--- config.mk ---
export PLATFORM = sky130hd
export DESIGN_NAME = sar_search_ctrl_flat
export DESIGN_NICKNAME = d
export VERILOG_FILES = /design/src/rtl/sar_search_ctrl_if.sv /design/src/rtl/sar_search_ctrl.sv /design/src/flat_wrapper.sv
export SDC_FILE = /design/constraint.sdc
export NUM_CORES = 1
export LEC_CHECK = 0
export ABC_AREA = 1
export BUFFER_PORTS_ARGS = -buffer_cell sky130_fd_sc_hd__clkbuf_2
export CORE_MARGIN = 1.5
export CORE_UTILIZATION = 25
export DETAILED_ROUTE_END_ITERATION = 10
export GPL_ROUTABILITY_DRIVEN = 0
export MAX_ROUTING_LAYER = met4
export PLACE_DENSITY = 0.51
export SYNTH_ARGS = -nofsm -noshare
export SYNTH_HDL_FRONTEND = slang
export SYNTH_SLANG_ARGS = --single-unit
export TNS_END_PERCENT = 5
--- constraint.sdc ---
create_clock -name clk -period 1.39 [get_ports clk]
set_input_delay 0.0695 -clock clk [delete_from_list [all_inputs] [get_ports clk]]
set_output_delay 0.0695 -clock clk [all_outputs]
set_load 0.05 [all_outputs]
--- src/rtl/sar_search_ctrl_if.sv ---
// Comparator-loop bundle for the successive-approximation search controller.
// The controller (master) drives the trial operand and status; the requester/comparator side is the slave.
interface sar_search_ctrl_if #(
  parameter int WIDTH = 4
);
  // start is a level request accepted on any rising edge where the controller is idle
  // (state_dbg == 0). There is no ready: a start seen while busy is simply ignored.
  // done is a one-cycle pulse and result/error are valid from that pulse onward.
  logic             start;
  logic             cmp_gt;
  logic             cmp_eq;
  logic             cmp_lt;
  logic [WIDTH-1:0] trial;
  logic             busy;
  logic             done;
  logic [WIDTH-1:0] result;
  logic             error;
  logic             state_dbg;

  modport master (
    input  start, cmp_gt, cmp_eq, cmp_lt,
    output trial, busy, done, result, error, state_dbg
  );

  modport slave (
    output start, cmp_gt, cmp_eq, cmp_lt,
    input  trial, busy, done, result, error, state_dbg
  );
endinterface

--- src/rtl/sar_search_ctrl.sv ---
// Successive-approximation search over an external combinational comparator:
// recovers the comparator's A operand MSB first, exiting early on equality.
module sar_search_ctrl #(
  parameter int WIDTH = 4
) (
  input  logic              clk,
  input  logic              rst,
  sar_search_ctrl_if.master bus
);
  localparam int IW = $clog2(WIDTH);
  localparam logic [WIDTH-1:0] ONE = WIDTH'(1);
  localparam logic [WIDTH-1:0] MSB = ONE << (WIDTH - 1);
  localparam logic [IW-1:0] TOP_IDX = IW'(WIDTH - 1);

  typedef enum logic {
    IDLE  = 1'b0,
    PROBE = 1'b1
  } state_t;

  state_t           state;
  logic [IW-1:0]    idx;
  logic [WIDTH-1:0] trial_q;
  logic [WIDTH-1:0] result_q;
  logic             busy_q;
  logic             done_q;
  logic             error_q;

  logic             flags_ok;
  logic [WIDTH-1:0] v;
  logic [WIDTH-1:0] next_trial;

  // Flags are judged against the registered trial, so this is all combinational on stable inputs.
  always_comb begin
    flags_ok = ({bus.cmp_gt, bus.cmp_eq, bus.cmp_lt} == 3'b100) ||
               ({bus.cmp_gt, bus.cmp_eq, bus.cmp_lt} == 3'b010) ||
               ({bus.cmp_gt, bus.cmp_eq, bus.cmp_lt} == 3'b001);
    v = trial_q;
    if (bus.cmp_lt) begin
      v[idx] = 1'b0;
    end
    next_trial = v | (ONE << (idx - IW'(1)));
  end

  always_ff @(posedge clk) begin
    if (rst) begin
      state    <= IDLE;
      idx      <= TOP_IDX;
      trial_q  <= '0;
      result_q <= '0;
      busy_q   <= 1'b0;
      done_q   <= 1'b0;
      error_q  <= 1'b0;
    end else begin
      done_q <= 1'b0;
      case (state)
        IDLE: begin
          if (bus.start) begin
            trial_q <= MSB;
            idx     <= TOP_IDX;
            busy_q  <= 1'b1;
            error_q <= 1'b0;
            state   <= PROBE;
          end
        end
        PROBE: begin
          if (!flags_ok) begin
            result_q <= trial_q;
            error_q  <= 1'b1;
            done_q   <= 1'b1;
            busy_q   <= 1'b0;
            state    <= IDLE;
          end else if (bus.cmp_eq) begin
            result_q <= trial_q;
            done_q   <= 1'b1;
            busy_q   <= 1'b0;
            state    <= IDLE;
          end else if (idx == '0) begin
            result_q <= v;
            done_q   <= 1'b1;
            busy_q   <= 1'b0;
            state    <= IDLE;
          end else begin
            // Keep or clear the probed bit, then tentatively set the next lower one.
            trial_q <= next_trial;
            idx     <= idx - IW'(1);
          end
        end
        default: state <= IDLE;
      endcase
    end
  end

  assign bus.trial     = trial_q;
  assign bus.busy      = busy_q;
  assign bus.done      = done_q;
  assign bus.result    = result_q;
  assign bus.error     = error_q;
  assign bus.state_dbg = (state == PROBE);
endmodule

--- src/flat_wrapper.sv ---
// flat-port wrapper written by rule: the top's interface ports become plain ports
module sar_search_ctrl_flat 
#(
  parameter int WIDTH = 4
)
  (clk, rst, bus_start, bus_cmp_gt, bus_cmp_eq, bus_cmp_lt, bus_trial, bus_busy, bus_done, bus_result, bus_error, bus_state_dbg);
  sar_search_ctrl_if #(.WIDTH(WIDTH)) bus_i ();
  input  logic clk;
  input  logic rst;
  input wire logic [$bits(bus_i.start)-1:0] bus_start;
  input wire logic [$bits(bus_i.cmp_gt)-1:0] bus_cmp_gt;
  input wire logic [$bits(bus_i.cmp_eq)-1:0] bus_cmp_eq;
  input wire logic [$bits(bus_i.cmp_lt)-1:0] bus_cmp_lt;
  output wire logic [$bits(bus_i.trial)-1:0] bus_trial;
  output wire logic [$bits(bus_i.busy)-1:0] bus_busy;
  output wire logic [$bits(bus_i.done)-1:0] bus_done;
  output wire logic [$bits(bus_i.result)-1:0] bus_result;
  output wire logic [$bits(bus_i.error)-1:0] bus_error;
  output wire logic [$bits(bus_i.state_dbg)-1:0] bus_state_dbg;
  assign bus_i.start = bus_start;
  assign bus_i.cmp_gt = bus_cmp_gt;
  assign bus_i.cmp_eq = bus_cmp_eq;
  assign bus_i.cmp_lt = bus_cmp_lt;
  assign bus_trial = bus_i.trial;
  assign bus_busy = bus_i.busy;
  assign bus_done = bus_i.done;
  assign bus_result = bus_i.result;
  assign bus_error = bus_i.error;
  assign bus_state_dbg = bus_i.state_dbg;
  sar_search_ctrl #(.WIDTH(WIDTH)) u_core (.clk(clk), .rst(rst), .bus(bus_i));
endmodule
==> results.yml <==
run_status:
  status: "complete, no violations"
timing:
  slew_viol_final: 0
  rsz0062_at_grt: "no"
  relSlewSlack: 0.6367
  tightest_slew_ps: 543.0
  fmax_ghz: 0.7601
  post-route-period-util: 0.9465
  setup_viol: 0
  hold_viol: 0
  fin_tns_setup_ps: 0
  fin_skew_ps: 9.690
  layout_min_cycle_time_ps: 1316
floorplanning:
  initial_core_util: 0.2603
  boundaryPins: 18
  core-area_mm2: 0.003028
  die_y_um: 59.15
  fp.dieArea_mm2: 0.003499
  fp-row-count: 20
  die_w_um: 59.15
finish:
  area_growth_pct: 28.57
  layout-drive-gt1-share: 0.3485
  nNetsFinal: 146
  design_area_mm2: 0.001013
  insertedDiodeCount: 0
routing:
  wl_mm: 1.883
  drc_errors: 0
  via_count: 763
  post_drt_wl_per_cell_um: 10.70
  drt_iter0_drc: 24
  vias_per_cell: 4.335
  detail-route-antenna-nets: 0
  dr.pass1.iters: 5
flow_run:
  maxCapViolations: 0
place:
  placed_area_um2: 945.9
  portBuffers: 17
  hpwlAfterDp_mm: 1.408
power:
  p_per_area_mw_per_mm2: 1177
  total_power_mw: 1.193
  irDropWorstVdd_mv: 0.2957
  leakagePower_nw: 0.5106
critical_path:
  worstSetupPathType: "flip-flop to flip-flop"
  crit_buf_inv: 2
  crit_arrival_ps: 1490
  path_cells: "inv_2, ha_4, o21ai_2, inv_2, nor2_8, nand3b_1, nand2_1, nand2_1"
  cp_max_fo: 5
  slowest_delay_ps: 340
  cp_data_required_time_ps: 1570
  critPathCaptureType: "flip-flop"
  worstSetupStartpointType: "flip-flop"
  critPathTopFamily: "simple AND/OR/NAND/NOR gates"
  cp_slowest_cell: "dfxtp_2"
clock_network:
  clockRootBuffer: "clkbuf_4"
  cts_tree: "built"
  clk_path_buf_depth: 2
  cts_made_buffers: 3
  ctsHoldBuffers: 0
  clk_pin_slew_worst_paths_ps: 100
  clkSinkCount: 14
  clk_latency_ps: 290
  htree_levels: 1
synthesis:
  synth-seq-cells: 14
  syn_area_per_cell_um2: 7.299
  synth_compound_area_frac: 0.07460
  synth_xor_area_frac: 0
  ys_types: 23
  synth_area_um2: 788.3
  synth-adder-area-share: 0.1111
  yosysSeqAreaShare: 0.3556
  synth-simple-area-share: 0.3905
  syn_inst: 108
  ys_warn_count: 0
  syn-num-nets: 121
  synth_top_family_by_area: "simple AND/OR/NAND/NOR gates"
  muxShareOfSynthArea: 0
worst_hold_path:
  hp-class: "input port to flip-flop"
grt:
  grt_max_degree: 12
  grt_pass1_wl_mm: 2.898
  grt_overflow: 0
  grt_usage: 0.1150
  grt_pass1_vias: 666
  antenna_found_initial: 0
## per-layer routing
metal	GRT usage	wire [um]
met1	0.1332	863
met2	0.1905	930
met3	0.01965	54
met4	0.05844	34
met5	-	0
## cell type report
cell class,instances,area [um2]
sequential,14,284.0
multi-input combinational,83,485.5
tap,44,55.05
inverter,10,37.54
clock buffer,4,36.28
timing repair buffer,21,115.1
fill,343,2014
## worst paths after layout
| check | cells past startpoint | to | slack, ps | start |
|---|---|---|---|---|
| max reg2reg | 8 | u_core.bus.trial[3] | 70 | u_core.idx[1] |
| min | 2 | u_core.bus.state_dbg | 40 | rst |
| max | 8 | u_core.bus.trial[3] | 70 | u_core.idx[1] |
| min reg2reg | 2 | u_core.bus.result[0] | 450 | u_core.bus.result[0] |
## registers in the layout, summed over array words and instances, names as in the netlist
name and flops:
u_core.bus.trial 4, u_core.bus.error 1, u_core.bus.done 1, u_core.bus.state_dbg 1, u_core.idx 2, u_core.bus.busy 1, u_core.bus.result 4
## cells in the mapped netlist, drive strengths merged
library cell | instances | area [um2]
a21oi | 6 | 33.78
a31oi | 1 | 6.260
nor2 | 13 | 75.07
clkinv | 1 | 3.750
nand3b | 1 | 7.510
buf | 2 | 16.26
inv | 9 | 33.78
nand4 | 1 | 6.260
o21ai | 3 | 18.77
nand3 | 11 | 55.05
ha | 7 | 87.58
nor3 | 2 | 10.01
dfxtp | 14 | 280.3
nand2 | 36 | 147.6
or2 | 1 | 6.260
## layout by cell type (no fill, tap or decap), types with 5 or more instances in the layout
| master | n |
|---|---|
| nor2_1 | 7 |
| a21oi_1 | 5 |
| dfxtp_1 | 11 |
| nand3_1 | 11 |
| clkbuf_2 | 17 |
| inv_1 | 5 |
| nor2_2 | 5 |
| nand2_1 | 33 |
| ha_1 | 6 |
## power by group
part / internal (mW) / switching (mW) / leakage [nW] / total [mW]
Sequential: 0.443 / 0.0305 / 0.115 / 0.473
Clock: 0.159 / 0.144 / 0.0210 / 0.303
Combinational: 0.126 / 0.290 / 0.375 / 0.416
Total: 0.728 / 0.465 / 0.511 / 1.19
## kinds of logic after synthesis
kind of cell | count (synthesis)
AND/OR/NAND/NOR | 65
flip-flops | 14
buffers and inverters | 12
AO/OA/AOI/OAI | 10
adder cells (fa/ha/maj) | 7
## per-stage QoR
step,hold slack (ps),setup slack [ps],utilization,instances
after floorplan,134.5,9.418,-,108
after detailed placement,346.4,27.37,0.3124,171
after CTS,39.57,21.33,0.3244,175
final,38.43,74.41,0.3347,176
after global routing,45.96,7.334,0.3347,176
after global placement,361.5,58.20,0.3124,171
## worst reg2reg max path, delay by kind of cell (launching register included)
family                     cells  cell delay (ps)
AOI/OAI and AO/OA              1              170
adders and majority gates      1              160
buffers and inverters          2              150
DFF                            1              340
and+or+nand+nor                4              380
## repair_timing
item / in CTS / in global routing
endpoints found under the setup margin: 0 / 10
endpoints found under the hold margin: 0 / 0
resized for setup: 0 / 6
buffers inserted: 0 / 0
No activity file was read; power rests on OpenSTA's default activity.
